[config.mk]
export PLATFORM = sky130hd
export DESIGN_NAME = mem_req_controller
export DESIGN_NICKNAME = d
export VERILOG_FILES = /design/src/rtl/mem_req_pkg.sv /design/src/rtl/mem_req_timer.sv /design/src/rtl/mem_req_controller.sv
export SDC_FILE = /design/constraint.sdc
export NUM_CORES = 1
export LEC_CHECK = 0
export ABC_AREA = 1
export CELL_PAD_IN_SITES_DETAIL_PLACEMENT = 0
export CELL_PAD_IN_SITES_GLOBAL_PLACEMENT = 1
export CORE_MARGIN = 4
export CORE_UTILIZATION = 25
export DETAILED_ROUTE_END_ITERATION = 8
export HOLD_SLACK_MARGIN = 0.02
export MAX_ROUTING_LAYER = met4
export PLACE_DENSITY = 0.75
export SYNTH_ARGS = -nofsm -noshare
export SYNTH_HDL_FRONTEND = slang
export SYNTH_HIERARCHICAL = 1
export SYNTH_SLANG_ARGS = --single-unit
[constraint.sdc]
create_clock -name clk -period 2.87 [get_ports clk]
set_clock_uncertainty 0.05 [all_clocks]
set_input_delay 0.287 -clock clk [delete_from_list [all_inputs] [get_ports clk]]
set_output_delay 0.287 -clock clk [all_outputs]
set_load 0.02 [all_outputs]
[src/rtl/mem_req_pkg.sv]
`default_nettype none
// ============================================================================
// Module      : mem_req_pkg
// Description : Shared types and constants for the memory request controller:
//               controller state encoding, response error codes and the
//               default address/data widths and completion timeout.
// Revision    : 1.0 - initial release
// ============================================================================
package mem_req_pkg;

    localparam int DEF_ADDR_W  = 8;
    localparam int DEF_DATA_W  = 8;
    localparam int DEF_TIMEOUT = 16;

    // Response codes; any other value comes straight from the memory.
    localparam logic [1:0] ERR_NONE    = 2'b00;
    localparam logic [1:0] ERR_TIMEOUT = 2'b11;

    typedef enum logic [1:0] {
        ST_IDLE  = 2'd0,
        ST_ISSUE = 2'd1,
        ST_WAIT  = 2'd2,
        ST_RESP  = 2'd3
    } state_t;

endpackage
`default_nettype wire

[src/rtl/mem_req_timer.sv]
`default_nettype none
// ============================================================================
// Module      : mem_req_timer
// Description : Completion-wait cycle counter. Held at zero while i_clear is
//               high, counts one per cycle while i_enable is high, and flags
//               o_expired during the cycle in which the count is TIMEOUT-1.
// Ports       : clk       - rising-edge clock
//               reset     - synchronous active-high reset
//               i_clear   - force count to zero
//               i_enable  - count this cycle
//               o_expired - count has reached TIMEOUT-1 (qualified by enable)
// Revision    : 1.0 - initial release
// ============================================================================
module mem_req_timer #(
    parameter int TIMEOUT = 16
) (
    input  logic clk,
    input  logic reset,
    input  logic i_clear,
    input  logic i_enable,
    output logic o_expired
);

    localparam int              CNT_W  = (TIMEOUT > 1) ? $clog2(TIMEOUT) : 1;
    localparam logic [CNT_W-1:0] c_last = CNT_W'(TIMEOUT - 1);

    logic [CNT_W-1:0] r_count;

    // Saturates at the last value so the counter never wraps back into range
    // if the enable were held beyond expiry.
    always_ff @(posedge clk) begin
        if (reset || i_clear) begin
            r_count <= '0;
        end else if (i_enable && !o_expired) begin
            r_count <= r_count + 1'b1;
        end
    end

    assign o_expired = i_enable && (r_count == c_last);

endmodule
`default_nettype wire

[src/rtl/mem_req_controller.sv]
`default_nettype none
// ============================================================================
// Module      : mem_req_controller
// Description : Single-outstanding memory request controller. Accepts one
//               upstream read/write request, issues a one-cycle command strobe
//               when the memory is ready and not busy, waits for a completion
//               (or error, or timeout) and presents a held response until it
//               is accepted downstream.
// Ports       : clk, reset                 - clock, sync active-high reset
//               req_valid/req_ready        - upstream request handshake
//               req_write/req_addr/req_wdata - request operands
//               rsp_valid/rsp_ready        - downstream response handshake
//               rsp_rdata/rsp_error/rsp_code - response payload
//               mem_write_enable/mem_read_enable - one-cycle command strobes
//               mem_address/mem_write_data - command operands
//               mem_read_data, mem_ready, mem_busy, mem_valid, mem_error,
//               mem_error_code             - memory status inputs
// Revision    : 1.0 - initial release
// ============================================================================
module mem_req_controller
    import mem_req_pkg::*;
#(
    parameter int ADDR_W  = DEF_ADDR_W,
    parameter int DATA_W  = DEF_DATA_W,
    parameter int TIMEOUT = DEF_TIMEOUT
) (
    input  logic              clk,
    input  logic              reset,
    // upstream request
    input  logic              req_valid,
    output logic              req_ready,
    input  logic              req_write,
    input  logic [ADDR_W-1:0] req_addr,
    input  logic [DATA_W-1:0] req_wdata,
    // downstream response
    output logic              rsp_valid,
    input  logic              rsp_ready,
    output logic [DATA_W-1:0] rsp_rdata,
    output logic              rsp_error,
    output logic [1:0]        rsp_code,
    // memory command
    output logic              mem_write_enable,
    output logic              mem_read_enable,
    output logic [ADDR_W-1:0] mem_address,
    output logic [DATA_W-1:0] mem_write_data,
    // memory status
    input  logic [DATA_W-1:0] mem_read_data,
    input  logic              mem_ready,
    input  logic              mem_busy,
    input  logic              mem_valid,
    input  logic              mem_error,
    input  logic [1:0]        mem_error_code
);

    state_t            r_state;
    logic              r_write;
    logic [ADDR_W-1:0] r_addr;
    logic [DATA_W-1:0] r_wdata;
    logic              r_rsp_valid;
    logic              r_rsp_error;
    logic [1:0]        r_rsp_code;
    logic [DATA_W-1:0] r_rsp_rdata;

    logic w_accept;
    logic w_issue_go;
    logic w_expired;

    // req_ready is decoded from the state rather than registered so that it
    // drops while reset is held and rises in the very first cycle after.
    assign req_ready  = (r_state == ST_IDLE) && !reset;
    assign w_accept   = req_valid && req_ready;

    // The strobe must react to memory availability in the same cycle, so it
    // is decoded here; gating with reset stops a command escaping while an
    // in-flight transaction is being abandoned.
    assign w_issue_go       = (r_state == ST_ISSUE) && mem_ready && !mem_busy && !reset;
    assign mem_write_enable = w_issue_go && r_write;
    assign mem_read_enable  = w_issue_go && !r_write;

    assign mem_address    = r_addr;
    assign mem_write_data = r_wdata;

    assign rsp_valid = r_rsp_valid;
    assign rsp_error = r_rsp_error;
    assign rsp_code  = r_rsp_code;
    assign rsp_rdata = r_rsp_rdata;

    // Counter is held clear outside WAIT, so it reads zero on the first WAIT
    // cycle and counts every WAIT cycle after.
    mem_req_timer #(
        .TIMEOUT (TIMEOUT)
    ) u_timer (
        .clk       (clk),
        .reset     (reset),
        .i_clear   (r_state != ST_WAIT),
        .i_enable  (r_state == ST_WAIT),
        .o_expired (w_expired)
    );

    always_ff @(posedge clk) begin
        if (reset) begin
            r_state     <= ST_IDLE;
            r_write     <= 1'b0;
            r_addr      <= '0;
            r_wdata     <= '0;
            r_rsp_valid <= 1'b0;
            r_rsp_error <= 1'b0;
            r_rsp_code  <= ERR_NONE;
            r_rsp_rdata <= '0;
        end else begin
            case (r_state)
                ST_IDLE: begin
                    // Holding registers only change on accept, so the command
                    // operands stay put through ISSUE, WAIT and RESP.
                    if (w_accept) begin
                        r_write <= req_write;
                        r_addr  <= req_addr;
                        r_wdata <= req_wdata;
                        r_state <= ST_ISSUE;
                    end
                end

                ST_ISSUE: begin
                    if (w_issue_go) begin
                        r_state <= ST_WAIT;
                    end
                end

                ST_WAIT: begin
                    // Error beats a simultaneous valid; any completion beats
                    // the timeout landing in the same cycle.
                    if (mem_error) begin
                        r_rsp_valid <= 1'b1;
                        r_rsp_error <= 1'b1;
                        r_rsp_code  <= mem_error_code;
                        r_rsp_rdata <= '0;
                        r_state     <= ST_RESP;
                    end else if (mem_valid) begin
                        r_rsp_valid <= 1'b1;
                        r_rsp_error <= 1'b0;
                        r_rsp_code  <= ERR_NONE;
                        r_rsp_rdata <= r_write ? '0 : mem_read_data;
                        r_state     <= ST_RESP;
                    end else if (w_expired) begin
                        r_rsp_valid <= 1'b1;
                        r_rsp_error <= 1'b1;
                        r_rsp_code  <= ERR_TIMEOUT;
                        r_rsp_rdata <= '0;
                        r_state     <= ST_RESP;
                    end
                end

                ST_RESP: begin
                    if (rsp_ready) begin
                        r_rsp_valid <= 1'b0;
                        r_rsp_error <= 1'b0;
                        r_rsp_code  <= ERR_NONE;
                        r_rsp_rdata <= '0;
                        r_state     <= ST_IDLE;
                    end
                end

                default: begin
                    r_state <= ST_IDLE;
                end
            endcase
        end
    end

endmodule
`default_nettype wire

==> results of run 1 <==
-- state kept, by name (all words and copies together), names as in the netlist --
| register | flops |
|---|---|
| mem_address | 8 |
| mem_write_data | 8 |
| rsp_rdata | 8 |
| u_timer/r_count | 4 |
| r_state | 2 |
| rsp_code | 2 |
| r_write | 1 |
| rsp_error | 1 |
| rsp_valid | 1 |
-- area by class of cell --
| class | count | share of cell area, % |
|---|---|---|
| Clock buffer | 5 | 2.725 |
| Timing Repair Buffer | 67 | 26.36 |
| Inverter | 17 | 2.527 |
| Sequential cell | 35 | 27.75 |
| Multi-Input combinational cell | 164 | 35.18 |
| Clock inverter | 2 | 1.487 |
| Tap cell | 80 | 3.964 |
-- synthesized netlist by cell type --
cell | number | area [µm²]
a21oi_1 | 7 | 35.03
a21oi_2 | 11 | 96.34
buf_2 | 6 | 30.03
buf_6 | 4 | 45.04
clkbuf_1 | 1 | 3.750
dfxtp_1 | 35 | 700.7
ha_1 | 5 | 62.56
inv_1 | 12 | 45.04
inv_2 | 5 | 18.77
nand2_1 | 48 | 180.2
nand2_2 | 24 | 150.1
nand2_4 | 2 | 22.52
nand3_1 | 25 | 125.1
nand3_2 | 2 | 20.02
nand4_1 | 3 | 18.77
nor2_1 | 22 | 82.58
nor2_2 | 1 | 6.260
nor2_4 | 3 | 33.78
nor3_1 | 8 | 40.04
o21ai_0 | 3 | 15.01
-- power groups by stage --
stage	clock, mW	sequential [mW]	combinational, mW
final	0.432	0.621	0.798
after global routing	0.470	0.633	0.897
after global placement	0	0.632	0.804
after CTS	0.455	0.622	0.814
after floorplan	0	0.704	0.496
after detailed placement	0	0.632	0.810
-- kinds of logic (layout without fill, tap and decap cells) --
| kind of cell | count (synthesis) | in the layout | synth area share [%] |
|---|---|---|---|
| AOI/OAI and AO/OA | 21 | 21 | 8.453 |
| adders and majority gates | 5 | 5 | 3.613 |
| buffers and inverters | 28 | 91 | 8.237 |
| DFF | 35 | 35 | 40.46 |
| and+or+nand+nor | 138 | 138 | 39.23 |
-- final timing paths --
path | from | end | slack (ns) | cells after the start
setup / recovery | reset | mem_read_enable | 0.66 | 5
hold reg to reg | rsp_rdata[1] | rsp_rdata[1] | 0.41 | 2
hold / removal | rsp_rdata[1] | rsp_rdata[1] | 0.41 | 2
setup reg to reg | r_state[0] | rsp_code[1] | 0.96 | 9
-- worst max-delay path: stages --
cell and delay, ns:
clkdlybuf4s50_1 0.60, nor2_1 0.17, nand2_1 0.10, nor2_1 0.10, clkdlybuf4s50_1 0.61
-- stage by stage --
stage | instance area (µm²) | power (mW) | cells | hold WS [ns] | worst slack [ns]
after CTS | 2525 | 1.892 | 370 | 0.4138 | 0.6488
after floorplan | 1732 | 1.200 | 227 | 0.2994 | 1.265
after global routing | 2525 | 2.000 | 370 | 0.4308 | 0.5686
after global placement | 2419 | 1.436 | 363 | 0.4017 | 0.6754
after detailed placement | 2419 | 1.442 | 363 | 0.4024 | 0.6540
final | 2525 | 1.851 | 370 | 0.4134 | 0.6645
-- layer usage --
| layer | up-vias | track usage [%] |
|---|---|---|
| met4 | 0 | 3.769 |
| met1 | 718 | 12.88 |
| li1 | 844 | - |
| met3 | 4 | 4.888 |
| met2 | 58 | 17.72 |
| met5 | - | - |
==> results by group, run 1 <==
Power and ir drop
  • Share of power burned in registers: 33.6%
  • P_sw: 0.7084 mW
  • VDD IR max: 0.3739 mV
  • Int Pwr: 1.143 mW
  • Combinational share of power: 43.1%
  • Switching share of power: 38.26%
  • Clock share of power: 23.3%
  • LEAKAGE: 0.9975 nW
  • Pwr Density: 733.2 mW/mm²

Route
  • Via Count: 1,624
  • Metal3 WL: 392 µm
  • Met2 wire len: 1.953 mm
  • Antenna viol nets, final: 0
  • Met1 wire length: 1.975 mm
  • Highest Signal Layer: met4
  • Drt first pass iters: 4
  • Drt first-iter violations: 37
  • Final WL: 4.365 mm
  • # DRC: 0
  • Wire per inst: 11.80 µm
  • Via density per instance: 4.389

Die
  • Die Wd: 91.23 µm
  • Die area: 0.008322 mm²
  • Row cnt: 30
  • Die Height: 91.23 µm
  • Ports: 66
  • Initial Util: 25.63%
  • Core footprint: 0.006756 mm²

STA
  • Hold Fails Final Rpt: 0
  • Max-slew violations: 0
  • Least-Margin Pin Slew: 0.5021 ns
  • Setup tns final: 0 ns
  • Final setup vio count: 0
  • Slew HR: 66.42%
  • Fin crit period: 2.206 ns
  • F_max: 0.4534 GHz
  • Final period utilization: 76.85%
  • RSZ-0062 raised after global routing: false

Global route
  • All-Layer GR Usage: 11.28%
  • Initial antenna violation count: 0
  • Vias in the first global route: 1,628
  • Congestion Overflow GR: 0
  • First-pass GRT wire length: 7.521 mm
  • Largest net degree at the start of global routing: 21

Layout
  • Footprint of the multi-input gates: 888.4 µm²
  • Area growth syn-to-layout: 45.81%
  • Fill cell count: 735
  • Fin util: 37.37%
  • Most common cell after layout, fill and taps aside: clkdlybuf4s50_1
  • Commonest cells after routing, fill and taps aside: clkdlybuf4s50_1 (65), nand2_1 (48), dfxtp_1 (35), nand3_1 (25), nand2_2 (24)
  • Final #Nets: 330
  • Sequential Area: 700.7 µm²
  • # diodes: 0
  • Layout cell share with drive strength beyond 1: 19.66%

Clock tree
  • Max Buffers Root-to-Sink: 2
  • Number of buffers added for setup after CTS: 0
  • Post-cts resize count: 0
  • Clk root buf: clkbuf_8
  • Worst-Skew Late Latency: 0.28 ns
  • CTS tree: yes
  • CTS buffer count: 5
  • Clk sinks: 35
  • Clock slew at reported path FFs: 0.07 ns
  • # hold bufs at CTS: 0
  • H-Tree Depth: 2

Logic synthesis
  • Synth cell types: 20
  • Synth Net Count: 267
  • Syn Area/Cell: 7.628 µm²
  • Gate Count Post-Synth: 227
  • Warnings from Yosys: 6
  • Sequential share of the synthesized area: 40.46%
  • Cell Area, Synth: 0.001732 mm²
  • Yosys reg bits: 35

Placement
  • Post-DP HPWL: 3.097 mm
  • PortBufs: 65
  • GPL Wtd Cong: 0.7088

Worst setup path
  • Worst Setup Start Kind: input port
  • Crit Path Category: in2out
  • CP arrival: 1.87 ns
  • Crit Path Max Fanout: 8
  • CP required: 2.53 ns
  • Critical path endpoint category: output pin

Status
  • Status: complete, no violations

Hold path
  • Worst hold path class: reg2reg

Flow run
  • Max_cap viols: 0
Power figures use the tool's default switching activity.
==> inputs of run 2 (changes only) <==
==> constraint.sdc (replaced) <==
create_clock -name clk -period 2.11 [get_ports clk]
set_clock_uncertainty 0.05 [all_clocks]
set_input_delay 0.211 -clock clk [delete_from_list [all_inputs] [get_ports clk]]
set_output_delay 0.211 -clock clk [all_outputs]
set_load 0.02 [all_outputs]
==> run 2 against run 1 <==
  * Clock power increased by 43%
  * First-iteration DRC count decreased by 2.7%
  * Combinational power increased by 37%
  * Die area unchanged
  * Worst hold slack got worse by 0.011 ns
  * Non-clock buffer count increased by 5
  * Sequential power increased by 36%
  * Global-route usage decreased by 0.72 points
  * Largest power group unchanged
==> results by group, run 2 (synthesis gave the netlist of run 1 again) <==
Route
  • Drt first-iter violations: 36 (-2.7%)
  • Wire per inst: 11.19 µm (-5.1%)
  • Final WL: 4.209 mm (-3.6%)
  • # DRC: 0 (unchanged)
  • Drt first pass iters: 4 (unchanged)
  • Via Count: 1,621 (-0.18%)
  • Antenna viol nets, final: 0 (unchanged)
  • Via density per instance: 4.311 (-1.8%)

Power and ir drop
  • Tot Pwr: 2.554 mW (+38%)
  • VDD IR max: 0.4724 mV (+26%)
  • LEAKAGE: 1.080 nW (+8.3%)
  • Pwr Density: 989.9 mW/mm² (+35%)

Layout
  • Footprint of the multi-input gates: 888.4 µm² (unchanged)
  • # diodes: 0 (unchanged)
  • Sequential Area: 700.7 µm² (unchanged)
  • Area growth syn-to-layout: 48.99%
  • Layout cell share with drive strength beyond 1: 21.28% (+1.6 points)
  • Most common cell after layout, fill and taps aside: clkdlybuf4s50_1
  • Final #Nets: 335 (+1.5%)
  • Fill cell count: 737 (+0.27%)
  • Commonest cells after routing, fill and taps aside: clkdlybuf4s50_1 (62), nand2_1 (48), dfxtp_1 (35), nand3_1 (25), nand2_2 (24)

Die
  • Initial Util: 25.63% (unchanged)
  • Die area: 0.008322 mm² (unchanged)
  • Die Height: 91.23 µm (unchanged)
  • Ports: 66 (unchanged)
  • Row cnt: 30 (unchanged)
  • Die Wd: 91.23 µm (unchanged)
  • Core footprint: 0.006756 mm² (unchanged)

Clock tree
  • # hold bufs at CTS: 0 (unchanged)
  • Clock slew at reported path FFs: 0.08 ns (about the same)
  • CTS buffer count: 5 (unchanged)
  • Clk sinks: 35 (unchanged)
  • Worst-Skew Late Latency: 0.29 ns (about the same)
  • Clk root buf: clkbuf_8
  • CTS tree: yes
  • Max Buffers Root-to-Sink: 2 (unchanged)
  • H-Tree Depth: 2 (unchanged)

Global route
  • All-Layer GR Usage: 10.56% (-0.72 points)
  • Congestion Overflow GR: 0 (unchanged)
  • Initial antenna violation count: 0 (unchanged)
  • First-pass GRT wire length: 7.065 mm (-6.1%)
  • Vias in the first global route: 1,583 (-2.8%)
  • Largest net degree at the start of global routing: 20 (-4.8%)

Status
  • Status: complete, no violations

STA
  • Least-Margin Pin Slew: 0.3975 ns (-0.1046 ns)
  • F_max: 0.5369 GHz
  • Final WS setup: 0.2475 ns (-0.4170 ns)
  • Slew HR: 73.44% (+7.0 points)
  • Fin crit period: 1.863 ns
  • Hold Fails Final Rpt: 0 (unchanged)
  • RSZ-0062 raised after global routing: false
  • Final setup vio count: 0 (unchanged)
  • Max-slew violations: 0 (unchanged)
  • Setup tns final: 0 ns (unchanged)
  • Final period utilization: 88.27%

Worst setup path
  • Crit Path Max Fanout: 12 (+4)
  • Critical path endpoint category: flip-flop
  • CP required: 2.24 ns (-0.29 ns)
  • CP arrival: 1.99 ns (+0.12 ns)
  • Crit Path Category: reg2reg
  • Worst Setup Start Kind: flip-flop

Hold path
  • Worst hold path class: in2reg

Flow run
  • Max_cap viols: 0 (unchanged)

Placement
  • GPL Wtd Cong: 0.7780 (+9.8%)
  • PortBufs: 65 (unchanged)
  • Dpl ws: 0.1926 ns (-0.4614 ns)
  • Post-DP HPWL: 3.121 mm (+0.77%)
==> run 2: changes by cell type in the layout (fill, tap and decap cells not counted), sizes merged <==
cell and delta:
buf +5, clkdlybuf4s50 -3, clkinv +1, clkinvlp -1
dlymetal6s2s +3, inv +1
==> run 2: area by class of cell <==
| type | instances | share of cell area, % |
|---|---|---|
| Multi-Input combinational cell | 164 | 34.43 |
| Timing Repair Buffer | 72 | 27.55 |
| Sequential cell | 35 | 27.16 |
| Tap cell | 80 | 3.880 |
| Clock buffer | 5 | 2.667 |
| Inverter | 17 | 2.473 |
| Clock inverter | 3 | 1.843 |
==> run 2: stage by stage <==
| stage | std cells | util (%) | area, µm² | hold WS, ns |
|---|---|---|---|---|
| finish | 376 | 38.19 | 2580 | 0.4024 |
| global route | 376 | 38.19 | 2580 | 0.4001 |
| CTS | 376 | 38.07 | 2572 | 0.3881 |
| detailed placement | 368 | 36.35 | 2456 | 0.4018 |
| global placement | 368 | 36.35 | 2456 | 0.3980 |
| floorplan | 227 | - | 1732 | 0.2234 |
==> run 2: timing repair <==
action,CTS,global route
setup buffers,0,0
resized for setup,0,3
endpoints found under the setup margin,0,3
==> run 2: final timing paths <==
kind,start,to,slack [ns],cells after the start
max,r_state[0],rsp_code[1],0.25,9
min,req_addr[1],mem_address[1],0.40,3
max reg2reg,r_state[0],rsp_code[1],0.25,9
min reg2reg,rsp_rdata[7],rsp_rdata[7],0.41,2
==> run 2: critical path: stages, from the launching register on <==
cell and delay, ns:
dfxtp_1 0.35, inv_1 0.08, ha_1 0.29, inv_1 0.07
nor2_1 0.18, nor2_4 0.07, a21oi_2 0.20, nand2_2 0.26
nand2_1 0.13, a21oi_1 0.06
==> run 2: where the power goes <==
part           internal [mW]  switching, mW  total (mW)
logic                  0.447          0.644        1.09
clock network          0.358          0.260       0.618
registers              0.773         0.0719       0.845
total                   1.58          0.976        2.55
==> run 2: routing by layer <==
metal | global-route usage, % | vias up | part of all wire [%]
met5 | - | - | 0
met4 | 3.015 | 0 | 0.62
met3 | 3.563 | 5 | 6.7
met2 | 16.37 | 53 | 44
met1 | 13.08 | 707 | 48
li1 | - | 856 | -
==> inputs of run 3 (changes only) <==
--- a/config.mk
+++ b/config.mk
@@ -8,7 +8,7 @@
 export ABC_AREA = 1
 export CELL_PAD_IN_SITES_DETAIL_PLACEMENT = 0
 export CELL_PAD_IN_SITES_GLOBAL_PLACEMENT = 1
-export CORE_MARGIN = 4
+export CORE_MARGIN = 2
 export CORE_UTILIZATION = 25
 export DETAILED_ROUTE_END_ITERATION = 8
 export HOLD_SLACK_MARGIN = 0.02
==> run 3 against run 2 <==
  * Via count down 1.3%
  * Cell count did not move
  * Register-to-register slack about the same
  * Fmax fell by 5.6%
  * Global-route usage grew 1.3 points
  * Worst hold slack improved by 0.0026 ns
  * Final area fell by 0.87%
  * Clock power is 22% lower
  * Critical path type is now reg2out
  * Critical endpoint is now req_ready
==> results by group, run 3 (synthesis gave the netlist of run 1 again) <==
Route
  • Via Count: 1,600 (-1.3%)
  • Wire per inst: 11.04 µm (-1.4%)
  • # DRC: 0 (unchanged)
  • Via density per instance: 4.255 (-1.3%)
  • Drt first pass iters: 4 (unchanged)
  • Antenna viol nets, final: 0 (unchanged)
  • Drt first-iter violations: 59 (+64%)
  • Final WL: 4.151 mm (-1.4%)

Flow run
  • Max_cap viols: 0 (unchanged)

Layout
  • Final instance area: 0.002557 mm² (-0.87%)
  • Commonest cells after routing, fill and taps aside: clkdlybuf4s50_1 (63), nand2_1 (48), dfxtp_1 (35), nand3_1 (25), nand2_2 (23)
  • Final #Nets: 335 (unchanged)
  • Fill cell count: 750 (+1.8%)
  • Most common cell after layout, fill and taps aside: clkdlybuf4s50_1
  • Layout cell share with drive strength beyond 1: 21.62% (+0.34 points)
  • # diodes: 0 (unchanged)
  • Area growth syn-to-layout: 47.69%

Power and ir drop
  • Clock share of power: 19.9% (-4.3 points)
  • Combinational share of power: 45.4% (+2.7 points)
  • Share of power burned in registers: 34.7% (+1.6 points)
  • Int Pwr: 1.460 mW (-7.5%)
  • Pwr Density: 952.7 mW/mm² (-3.8%)
  • VDD IR max: 0.3665 mV (-22%)
  • Switching share of power: 40.08% (+1.9 points)
  • P_sw: 0.9765 mW (about the same)
  • LEAKAGE: 1.049 nW (-2.8%)

Global route
  • Initial antenna violation count: 0 (unchanged)
  • All-Layer GR Usage: 11.88% (+1.3 points)
  • First-pass GRT wire length: 7.031 mm (-0.48%)
  • Congestion Overflow GR: 0 (unchanged)
  • Vias in the first global route: 1,642 (+3.7%)
  • Largest net degree at the start of global routing: 20 (unchanged)

Placement
  • Placed cell areas: 0.002456 mm² (unchanged)
  • PortBufs: 65 (unchanged)
  • GPL Wtd Cong: 0.7739 (-0.53%)
  • Post-DP HPWL: 3.059 mm (-2.0%)

STA
  • Hold Fails Final Rpt: 0 (unchanged)
  • Final period utilization: 93.53% (+5.3 points)
  • F_max: 0.5067 GHz (-5.6%)
  • Final setup vio count: 0 (unchanged)
  • Max-slew violations: 0 (unchanged)
  • Slew HR: 73.47% (about the same)
  • Least-Margin Pin Slew: 0.3970 ns (-0.0005111 ns)
  • RSZ-0062 raised after global routing: false
  • Setup tns final: 0 ns (unchanged)
  • Fin crit period: 1.973 ns (+0.1109 ns)

Clock tree
  • Worst-Skew Late Latency: 0.29 ns (about the same)
  • Post-cts resize count: 0 (unchanged)
  • CTS tree: yes
  • Clk sinks: 35 (unchanged)
  • H-Tree Depth: 2 (unchanged)
  • Number of buffers added for setup after CTS: 0 (unchanged)
  • Clk root buf: clkbuf_8
  • CTS buffer count: 5 (unchanged)
  • # hold bufs at CTS: 0 (unchanged)
  • Clock slew at reported path FFs: 0.08 ns (about the same)
  • Max Buffers Root-to-Sink: 2 (unchanged)

Worst setup path
  • Worst R2R Start: r_state[0]
  • CP arrival: 1.71 ns (-0.28 ns)
  • Crit Path Max Fanout: 4 (-8)
  • Worst Setup Start Kind: flip-flop
  • Critical path endpoint category: output pin
  • Crit Path Category: reg2out
  • CP required: 1.85 ns (-0.39 ns)
  • R2R depth: 10 (+1)
  • Critical path launch point: r_state[0]

Hold path
  • Hold path cells: 3 (unchanged)
  • Worst hold path class: in2reg
  • Worst hold start: req_addr[0]

Die
  • Die area: 0.007608 mm² (-8.6%)
  • Ports: 66 (unchanged)
  • Row cnt: 30 (unchanged)
  • Core footprint: 0.006756 mm² (unchanged)
  • Initial Util: 25.63% (unchanged)
  • Die Wd: 87.23 µm (-4.4%)
  • Die Height: 87.23 µm (-4.4%)

Status
  • Status: complete, no violations
## run 3: final timing paths
kind | endpoint | slack (ns)
worst max register to register | rsp_rdata[7] | 0.24
worst min register to register | rsp_rdata[2] | 0.40
worst min-delay path | mem_address[0] | 0.40
worst max-delay path | req_ready | 0.14
## run 3: metal layers
layer | up-vias | routed length [µm] | track usage, %
li1 | 858 | - | -
met4 | 0 | 48 | 3.497
met2 | 48 | 1827 | 18.81
met5 | - | 0 | -
met3 | 7 | 269 | 3.507
met1 | 687 | 2005 | 14.70
## run 3: stage by stage
step | total power [mW] | std cells | util, % | setup slack [ns] | hold slack [ns]
6_report | 2.436 | 376 | 37.85 | 0.1365 | 0.4049
5_1_grt | 2.633 | 376 | 37.85 | 0.01577 | 0.4121
4_1_cts | 2.464 | 376 | 37.67 | 0.05304 | 0.4002
3_5_place_dp | 1.968 | 368 | 36.35 | 0.1637 | 0.4048
3_3_place_gp | 1.963 | 368 | 36.35 | 0.1613 | 0.4003
2_1_floorplan | 1.632 | 227 | - | 0.5053 | 0.2234
## run 3: power groups by stage
stage                     registers (mW)  clock network, mW  logic [mW]
final                              0.846              0.484        1.11
after global routing               0.860              0.533        1.24
after CTS                          0.848              0.506        1.11
after global placement             0.859                  0        1.10
after detailed placement           0.861                  0        1.11
after floorplan                    0.957                  0       0.675
## run 3: layout make-up
type                            instances  area (µm²)  area share (%)
Timing Repair Buffer                   72       708.2           27.69
Inverter                               17       63.81           2.495
Sequential cell                        35       700.7           27.40
Clock buffer                            5       68.82           2.691
Tap cell                               80       100.1           3.914
Multi-Input combinational cell        164       895.9           35.03
Clock inverter                          3       20.02          0.7828
## run 3: critical path, stage by stage (launching register included)
cell             delay [ns]
dfxtp_1                0.34
inv_1                  0.09
ha_2                   0.23
inv_1                  0.05
nor2_1                 0.10
clkdlybuf4s50_1        0.61
